File: src/rtl/ring_phase_monitor_pkg.sv
// Shared types and helpers for the ring phase monitor: phase count, FSM states
// and the mod-6 successor used by the sequence checker.
package ring_pkg;

  localparam int NUM_PHASES = 6;
  localparam int IDX_W      = 3;

  typedef logic [IDX_W-1:0] idx_t;

  typedef enum logic [1:0] {
    UNLOCKED = 2'd0,
    LOCKED   = 2'd1,
    FAULT    = 2'd2
  } state_e;

  function automatic idx_t next_idx(input idx_t i);
    return (i == idx_t'(NUM_PHASES - 1)) ? '0 : idx_t'(i + 1'b1);
  endfunction

endpackage

File: src/rtl/ring_phase_monitor_if.sv
// Monitor-side bundle: ring inputs and control from the driver, status flags back.
interface ring_phase_monitor_if #(
   parameter int REV_W = 8
);
   import ring_pkg::*;

   logic                  en;
   logic [NUM_PHASES-1:0] phase;
   logic                  rearm;
   idx_t                  phase_idx;
   logic                  valid;
   logic                  locked;
   logic                  rev_tick;
   logic [REV_W-1:0]      rev_count;
   logic                  err_onehot;
   logic                  err_seq;

   modport master (
      output en, phase, rearm,
      input  phase_idx, valid, locked, rev_tick, rev_count, err_onehot, err_seq
   );

   modport slave (
      input  en, phase, rearm,
      output phase_idx, valid, locked, rev_tick, rev_count, err_onehot, err_seq
   );

endinterface

File: src/rtl/ring_phase_monitor_onehot_enc6.sv
// Combinational 6-bit one-hot to index encoder with a one-hot validity flag.
module onehot_enc6
   import ring_pkg::*;
(
   input  logic [NUM_PHASES-1:0] phase,
   output idx_t                  idx,
   output logic                  is_onehot
);

   always_comb begin
      // NOTE: every output gets a default first so no latch is inferred.
      idx       = '0;
      is_onehot = $onehot(phase);
      for (int i = 0; i < NUM_PHASES; i++) begin
         if (phase[i]) idx = idx_t'(i);
      end
   end

endmodule

File: src/rtl/ring_phase_monitor.sv
// Checks the ring counter's one-hot phase for validity and ring order, tracks lock,
// counts revolutions and latches sticky fault flags.
module ring_phase_monitor
   import ring_pkg::*;
#(
   parameter int REV_W    = 8,
   parameter int LOCK_CNT = 3
) (
   input logic                 clk,
   input logic                 clr,
   ring_phase_monitor_if.slave bus
);

   localparam logic [3:0] LOCK_LAST = 4'(LOCK_CNT - 1);

   idx_t samp_idx;
   logic samp_onehot;

   onehot_enc6 u_enc (
      .phase     (bus.phase),
      .idx       (samp_idx),
      .is_onehot (samp_onehot)
   );

   state_e           state_q,      state_d;
   logic [3:0]       lock_cnt_q,   lock_cnt_d;
   idx_t             prev_idx_q,   prev_idx_d;
   logic             prev_vld_q,   prev_vld_d;
   idx_t             phase_idx_q,  phase_idx_d;
   logic             valid_q,      valid_d;
   logic             rev_tick_q,   rev_tick_d;
   logic [REV_W-1:0] rev_count_q,  rev_count_d;
   logic             err_onehot_q, err_onehot_d;
   logic             err_seq_q,    err_seq_d;

   logic good_adv;

   always_comb begin
      state_d      = state_q;
      lock_cnt_d   = lock_cnt_q;
      prev_idx_d   = prev_idx_q;
      prev_vld_d   = prev_vld_q;
      phase_idx_d  = phase_idx_q;
      valid_d      = valid_q;
      rev_tick_d   = 1'b0;
      rev_count_d  = rev_count_q;
      err_onehot_d = err_onehot_q;
      err_seq_d    = err_seq_q;

      good_adv = samp_onehot && prev_vld_q && (samp_idx == next_idx(prev_idx_q));

      // Rearm is honoured even while frozen; the current sample then starts afresh.
      if (bus.rearm && state_q == FAULT) begin
         state_d      = UNLOCKED;
         lock_cnt_d   = '0;
         prev_vld_d   = 1'b0;
         err_onehot_d = 1'b0;
         err_seq_d    = 1'b0;
      end

      if (bus.en) begin
         valid_d = samp_onehot;
         if (samp_onehot) begin
            phase_idx_d = samp_idx;
            prev_idx_d  = samp_idx;
            prev_vld_d  = 1'b1;
         end

         unique case (state_q)
            UNLOCKED: begin
               if (!good_adv) begin
                  lock_cnt_d = '0;
               end else if (lock_cnt_q >= LOCK_LAST) begin
                  state_d    = LOCKED;
                  lock_cnt_d = '0;
               end else begin
                  lock_cnt_d = lock_cnt_q + 4'd1;
               end
            end
            LOCKED: begin
               if (!samp_onehot) begin
                  state_d      = FAULT;
                  err_onehot_d = 1'b1;
               end else if (!good_adv) begin
                  state_d   = FAULT;
                  err_seq_d = 1'b1;
               end else if (samp_idx == '0) begin
                  rev_tick_d  = 1'b1;
                  rev_count_d = rev_count_q + 1'b1;
               end
            end
            FAULT:   ;
            default: state_d = UNLOCKED;
         endcase
      end
   end

   // NOTE: sequential state uses non-blocking assignments so all flops update together.
   always_ff @(posedge clk or posedge clr) begin
      if (clr) begin
         state_q      <= UNLOCKED;
         lock_cnt_q   <= '0;
         prev_idx_q   <= '0;
         prev_vld_q   <= 1'b0;
         phase_idx_q  <= '0;
         valid_q      <= 1'b0;
         rev_tick_q   <= 1'b0;
         rev_count_q  <= '0;
         err_onehot_q <= 1'b0;
         err_seq_q    <= 1'b0;
      end else begin
         state_q      <= state_d;
         lock_cnt_q   <= lock_cnt_d;
         prev_idx_q   <= prev_idx_d;
         prev_vld_q   <= prev_vld_d;
         phase_idx_q  <= phase_idx_d;
         valid_q      <= valid_d;
         rev_tick_q   <= rev_tick_d;
         rev_count_q  <= rev_count_d;
         err_onehot_q <= err_onehot_d;
         err_seq_q    <= err_seq_d;
      end
   end

   assign bus.phase_idx  = phase_idx_q;
   assign bus.valid      = valid_q;
   assign bus.locked     = (state_q == LOCKED);
   assign bus.rev_tick   = rev_tick_q;
   assign bus.rev_count  = rev_count_q;
   assign bus.err_onehot = err_onehot_q;
   assign bus.err_seq    = err_seq_q;

endmodule

File: src/flat_wrapper.sv
// flat-port wrapper written by rule: the top's interface ports become plain ports
module ring_phase_monitor_flat import ring_pkg::*;
#(
   parameter int REV_W    = 8,
   parameter int LOCK_CNT = 3
)
  (clk, clr, bus_en, bus_phase, bus_rearm, bus_phase_idx, bus_valid, bus_locked, bus_rev_tick, bus_rev_count, bus_err_onehot, bus_err_seq);
  ring_phase_monitor_if #(.REV_W(REV_W)) bus_i ();
  input logic clk;
  input logic clr;
  input wire logic [$bits(bus_i.en)-1:0] bus_en;
  input wire logic [$bits(bus_i.phase)-1:0] bus_phase;
  input wire logic [$bits(bus_i.rearm)-1:0] bus_rearm;
  output wire logic [$bits(bus_i.phase_idx)-1:0] bus_phase_idx;
  output wire logic [$bits(bus_i.valid)-1:0] bus_valid;
  output wire logic [$bits(bus_i.locked)-1:0] bus_locked;
  output wire logic [$bits(bus_i.rev_tick)-1:0] bus_rev_tick;
  output wire logic [$bits(bus_i.rev_count)-1:0] bus_rev_count;
  output wire logic [$bits(bus_i.err_onehot)-1:0] bus_err_onehot;
  output wire logic [$bits(bus_i.err_seq)-1:0] bus_err_seq;
  assign bus_i.en = bus_en;
  assign bus_i.phase = bus_phase;
  assign bus_i.rearm = bus_rearm;
  assign bus_phase_idx = bus_i.phase_idx;
  assign bus_valid = bus_i.valid;
  assign bus_locked = bus_i.locked;
  assign bus_rev_tick = bus_i.rev_tick;
  assign bus_rev_count = bus_i.rev_count;
  assign bus_err_onehot = bus_i.err_onehot;
  assign bus_err_seq = bus_i.err_seq;
  ring_phase_monitor #(.REV_W(REV_W), .LOCK_CNT(LOCK_CNT)) u_core (.clk(clk), .clr(clr), .bus(bus_i));
endmodule
File: config.mk
export PLATFORM = sky130hd
export DESIGN_NAME = ring_phase_monitor_flat
export DESIGN_NICKNAME = d
export VERILOG_FILES = /design/src/rtl/ring_phase_monitor_pkg.sv /design/src/rtl/ring_phase_monitor_if.sv /design/src/rtl/ring_phase_monitor_onehot_enc6.sv /design/src/rtl/ring_phase_monitor.sv /design/src/flat_wrapper.sv
export SDC_FILE = /design/constraint.sdc
export NUM_CORES = 1
export LEC_CHECK = 0
export CORE_MARGIN = 2
export CORE_UTILIZATION = 50
export DETAILED_ROUTE_END_ITERATION = 6
export PLACE_DENSITY = 0.85
export SYNTH_ARGS = -nofsm -noshare
export SYNTH_HDL_FRONTEND = slang
export SYNTH_SLANG_ARGS = --single-unit
File: constraint.sdc
create_clock -name clk -period 2.3 [get_ports clk]
set_input_delay 0.345 -clock clk [delete_from_list [all_inputs] [get_ports clk]]
set_output_delay 0.345 -clock clk [all_outputs]
set_load 0.01 [all_outputs]
# ---- Word level (Yosys, flattened, before mapping)
# Cells that the tools add are included.
dict set report op_classes {
  n_addsub 8
  order_cmp 1
  n_eq_ne 5
  muxes 35
  reduce_logical 7
}
# cell count
set ops {}
lappend ops {{two-way mux 4 bit} 5}
lappend ops {{two-way mux 1 bit} 18}
lappend ops {{two-way mux 3 bit} 5}
lappend ops {{two-way mux 2 bit} 6}
lappend ops {{adder 8 x 1 -> 8 bit (second input constant)} 1}
lappend ops {{adder 1 x 1 -> 2 bit} 3}
lappend ops {{adder 3 x 2 -> 3 bit} 2}
lappend ops {{one-hot mux 2 bit (3 select lines)} 1}
lappend ops {{AND reduction 5 bit} 1}
lappend ops {{adder 4 x 1 -> 4 bit (second input constant)} 1}
lappend ops {{>= comparator 4 x 2 -> 1 bit (second input constant)} 1}
lappend ops {{adder 3 x 1 -> 3 bit (second input constant)} 1}
lappend ops {{equality test 3 x 1 -> 1 bit (second input constant)} 1}
lappend ops {{equality test 3 bit} 1}
lappend ops {{equality test 3 bit (second input constant)} 1}
lappend ops {{logical AND 1 bit} 3}
lappend ops {{zero test 3 bit} 1}
lappend ops {{equality test 2 x 1 -> 1 bit (second input constant)} 1}
lappend ops {{equality test 2 bit (second input constant)} 1}
lappend ops {{zero test 2 bit} 1}
lappend ops {{AND reduction 2 bit} 1}
dict set report totals {
  ff_bits 22
  inputBits 10
  output_inout_bits 16
  word_cells 65
}

# ---- Logic depth before layout (Yosys ltp)
dict set report logic_depth {
  word_depth 11
  ltp_mapped 11
  mapped_depth_nobuf 11
}

# ---- Cells and area by module
# A second synthesis with hierarchy kept.
dict set report hier_totals {
  cells_unflattened 117
  area_unflattened_um2 1211.2
}
# mod n_inst cells_each area_each_um2 seq_area_each_um2
set by_module_without_submodules {}
lappend by_module_without_submodules {ring_phase_monitor 1 99 1072.3 550.5}
lappend by_module_without_submodules {onehot_enc6 1 18 138.9 0.0}

# ---- Least setup slack after synthesis
# OpenSTA, ideal clock, no wires.
dict set report synth_path {
  path_kind {input to register}
  start {in bus_phase[0]}
  end {reg u_core.rev_count_q[1], in the netlist u_core.bus.rev_count[1]}
  arrival_ns 3.063
  required_time_ns 2.172
  slack_ns -0.890
  path_stages 11
  n_path_buf 0
  cell_sequence {ha_1 inv_1 fa_1 fa_1 inv_1 fa_1 nor3_1 nand2_1 a31oi_2 nand3_1 mux2_1}
}
dict set report synth_via {
  elab_chain_len 7
}
# element line
set synth_rtl {}
lappend synth_rtl {{from (decl)} flat_wrapper.sv:12} ;# input wire logic [$bits(bus_i.phase)-1:0] bus_phase;
lappend synth_rtl {{adder 1 x 1 -> 2 bit (not written as such) *} ring_phase_monitor_onehot_enc6.sv:13} ;# is_onehot = $onehot(phase);
lappend synth_rtl {{adder 3 x 2 -> 3 bit (not written as such) * (2 in a row)} ring_phase_monitor_onehot_enc6.sv:13}
lappend synth_rtl {{equality test 3 x 1 -> 1 bit *} ring_phase_monitor_onehot_enc6.sv:13}
lappend synth_rtl {{logical AND 1 bit (2 in a row)} ring_phase_monitor.sv:50} ;# good_adv = samp_onehot && prev_vld_q && (samp_idx == next_idx(prev_idx_q));
lappend synth_rtl {{AND reduction 5 bit (no line) *} --}
lappend synth_rtl {{to (signal assigned)} ring_phase_monitor.sv:119} ;# rev_count_q <= rev_count_d;
lappend synth_rtl {{to (decl)} ring_phase_monitor.sv:32} ;# logic [REV_W-1:0] rev_count_q, rev_count_d;
# Mark *: on every way between the ends. The rest lies on a longest branch, timed or not.
# A chain may end at the register's enable or synchronous reset.

# ---- Worst setup path after layout
dict set report layout_path {
  start {in bus_phase[0]}
  end {reg u_core.err_seq_q, in the netlist u_core.bus.err_seq}
}
dict set report layout_via {
  elab_chain_len 10
}
# element line
set layout_rtl {}
lappend layout_rtl {{adder 1 x 1 -> 2 bit (not written as such) *} ring_phase_monitor_onehot_enc6.sv:13}
lappend layout_rtl {{adder 3 x 2 -> 3 bit (not written as such) * (2 in a row)} ring_phase_monitor_onehot_enc6.sv:13}
lappend layout_rtl {{equality test 3 x 1 -> 1 bit *} ring_phase_monitor_onehot_enc6.sv:13}
lappend layout_rtl {{logical AND 1 bit (2 in a row)} ring_phase_monitor.sv:50}
lappend layout_rtl {{two-way mux 1 bit} ring_phase_monitor.sv:84} ;# end else if (!good_adv) begin
lappend layout_rtl {{two-way mux 1 bit *} ring_phase_monitor.sv:81} ;# if (!samp_onehot) begin
lappend layout_rtl {{two-way mux 1 bit *} ring_phase_monitor.sv:69} ;# unique case (state_q)
lappend layout_rtl {{two-way mux 1 bit *} ring_phase_monitor.sv:61} ;# if (bus.en) begin
lappend layout_rtl {{net u_core.err_seq_d} ring_phase_monitor.sv:34} ;# logic err_seq_q, err_seq_d;
lappend layout_rtl {{to (signal assigned)} ring_phase_monitor.sv:121} ;# err_seq_q <= err_seq_d;
lappend layout_rtl {{to (decl)} ring_phase_monitor.sv:34}
# Mark *: on every way through the listed nets, which the timed path passes. The rest lies on a longest branch.

==> results.py <==
metrics = {
    "sta": {
        "rsz0062_at_grt": "yes",
        "maxSlewHeadroom": 0.6972,
        "finalSetupViolCount": 19,
        "max_clock_freq_mhz": 356.7,
        "hold_viol": 0,
        "fin_skew_ns": 0.006344,
        "hold_ws_ns": 0.3298,
        "min_period_ns": 2.803,
        "fin_setup_tns_ns": -6.573,
        "fin_ws_ns": -0.5033,
        "drv_slew": 0,
        "finalCritPeriodShare": 1.219,
        "worstMarginPinSlew_ns": 0.4495,
    },
    "cts": {
        "root_buffer": "clkbuf_4",
        "clock-sinks": 22,
        "tritoncts": "done",
        "worst_setup_hold_path_clk_slew_ns": 0.13,
        "clk_latency_ns": 0.34,
        "ctsHtreeMaxLevel": 1,
        "clk_path_buf_depth": 2,
        "cts_inserted_buffers": 3,
    },
    "route": {
        "routedWlPerCell_um": 17.68,
        "drt_iter0_drc": 20,
        "antenna_left": 0,
        "vias": 1177,
        "wl_um": 3518,
        "avgViaCountPerCell": 5.915,
        "dr.pass1.iters": 4,
        "drc_errors": 0,
    },
    "yosys": {
        "syn_nets": 140,
        "ys_seq_area_frac": 0.4361,
        "synthCells": 123,
        "synth_cell_types": 38,
        "synth_seq_cells": 22,
        "async_reset_ff_frac": 1.000,
        "yosysWarnings": 0,
        "ys.flop_type": "dfrtp_1",
        "syn_avg_cell_area_um2": 10.26,
        "synth_edf_count": 0,
        "syn_area_um2": 1262,
    },
    "global_route": {
        "top_usage_layer": "met2",
        "antenna_found_initial": 0,
        "overflow": 0,
        "use_met1": 0.2857,
        "grt_pass1_vias": 1143,
        "grt_use_met2": 0.4558,
        "met3_usage": 0.01093,
        "grt_max_degree": 23,
        "grt_util_all_layers": 0.2554,
        "grt_pass1_wl_um": 5154,
    },
    "finish": {
        "antenna_cells": 0,
        "fin_area_um2": 1926,
        "design.final.nets": 187,
        "final_util": 0.7917,
        "area_growth_syn_to_layout_pct": 52.53,
        "layout_commonest_cell": "dfrtp_1",
        "fillCellCount": 151,
        "final_cell_mix": "dfrtp_1, clkdlybuf4s50_1, buf_4",
        "final_cells": 199,
        "layout-drive-gt1-share": 0.3373,
    },
    "worst_setup_path": {
        "crit_path_start": "bus_phase[0]",
        "r2r_cells": 5,
        "cp.arrival_ns": 3.05,
        "endpoint_kind": "flop",
        "startpoint_type": "input pin",
        "path_max_fanout": 6,
        "crit_type": "in2reg",
        "reg2reg_slack_ns": 0.21,
        "cp.required_ns": 2.54,
        "reg2reg_from": "u_core.state_q[1]",
    },
    "die": {
        "die_h_um": 54.25,
        "rows": 18,
        "fp.dieArea_um2": 2943,
        "initial_core_util": 0.5190,
        "coreArea_um2": 2432,
        "ios": 26,
        "die_w_um": 54.25,
    },
    "worst_hold_path": {
        "min_path_type": "in2async",
    },
    "place": {
        "routabilityCongestion": 0.7598,
        "place_area_um2": 1698,
        "port-buffer-count": 25,
        "dp_slack_ns": -1.278,
        "dp_hpwl_um": 2293,
        "place_inst": 192,
    },
    "pwr": {
        "swShare": 0.3693,
        "total_power_mw": 1.306,
        "cellInternalPower_mw": 0.8236,
        "pwr_density_cell_nw_per_um2": 678.1,
        "switching_power_mw": 0.4822,
        "pwr-share-seq": 0.374,
        "ir_drop_mv": 0.7951,
        "combinationalPowerShare": 0.387,
        "clock_power_share": 0.239,
        "leakage_nw": 0.8604,
    },
    "outcome": {
        "outcome": "complete, but fails checks",
        "violations": "negative setup slack",
    },
    "flow_run": {
        "maxCapViolCount": 0,
    },
}
## sequential cells by signal, indices dropped and copies added, names as in the netlist
signal	cells
u_core.bus.rev_count	8
u_core.lock_cnt_q	4
u_core.prev_idx_q	3
u_core.state_q	2
u_core.bus.err_onehot	1
u_core.bus.err_seq	1
u_core.bus.rev_tick	1
u_core.bus.valid	1
u_core.prev_vld_q	1
## per-layer routing
metal / vias up / wire, um
li1: 533 / -
met1: 571 / 1319
met2: 57 / 1850
met4: 0 / 174
met3: 16 / 173
met5: - / 0
## worst max-delay path: stages
cell and delay (ns):
buf_6 0.10, ha_4 0.25, inv_2 0.03, fa_1 0.45
fa_2 0.34, inv_2 0.07, fa_1 0.40, nor3_2 0.18
nand2_2 0.13, a31oi_4 0.24, nand4_4 0.21, a32o_1 0.30
## power by group through the flow
stage | sequential, mW | clock [mW] | combinational (mW)
after floorplan | 0.491 | 0 | 0.208
after global placement | 0.484 | 0 | 0.376
after detailed placement | 0.486 | 0 | 0.395
after CTS | 0.480 | 0.313 | 0.445
after global routing | 0.493 | 0.332 | 0.537
final | 0.488 | 0.312 | 0.506
## kinds of logic after synthesis
family	Yosys count	synth area share
adders and majority gates	7	0.08722
muxes	1	0.008919
and+or+nand+nor	50	0.2537
AOI/OAI and AO/OA	23	0.1269
DFF	22	0.4361
buffers and inverters	13	0.03865
xor gates and xnor gates	7	0.04856
## worst paths after layout
kind	to
max	u_core.bus.err_seq
min	u_core.bus.rev_count[1]
max reg2reg	u_core.bus.rev_count[4]
min reg2reg	u_core.bus.rev_count[7]
max in group asynchronous	u_core.bus.rev_count[4]
min in group clk	u_core.bus.rev_count[7]
## final cells by class
cell class	instances	area, um2	share of cell area
Clock buffer	3	22.52	0.01170
Clock inverter	1	30.03	0.01559
Inverter	13	48.80	0.02534
Multi-Input combinational cell	88	847.1	0.4399
Sequential cell	22	550.5	0.2859
Tap cell	30	37.54	0.01949
Timing Repair Buffer	42	389.1	0.2021
## cells in the mapped netlist, drive strengths merged, types with 3 or more instances
cell type	n	area [um2]
ha	4	50.05
nand2b	3	18.77
nand2	13	48.80
nand3	6	30.03
inv	13	48.80
or2	3	18.77
xor2	4	35.03
or4	3	26.27
o31ai	4	30.03
o21ai	7	35.03
xnor2	3	26.28
dfrtp	22	550.5
a21oi	3	15.01
or3	3	20.02
nor4	5	56.31
fa	3	60.06
nor2	5	26.27
nand4	4	46.29
## what timing repair did
item	4_1_cts	5_1_grt
hold buffers	0	0
pin swaps	19	14
endpoints found under the setup margin	21	21
buffers inserted	2	2
resized for setup	32	16
(Power assumes the default switching activity.)
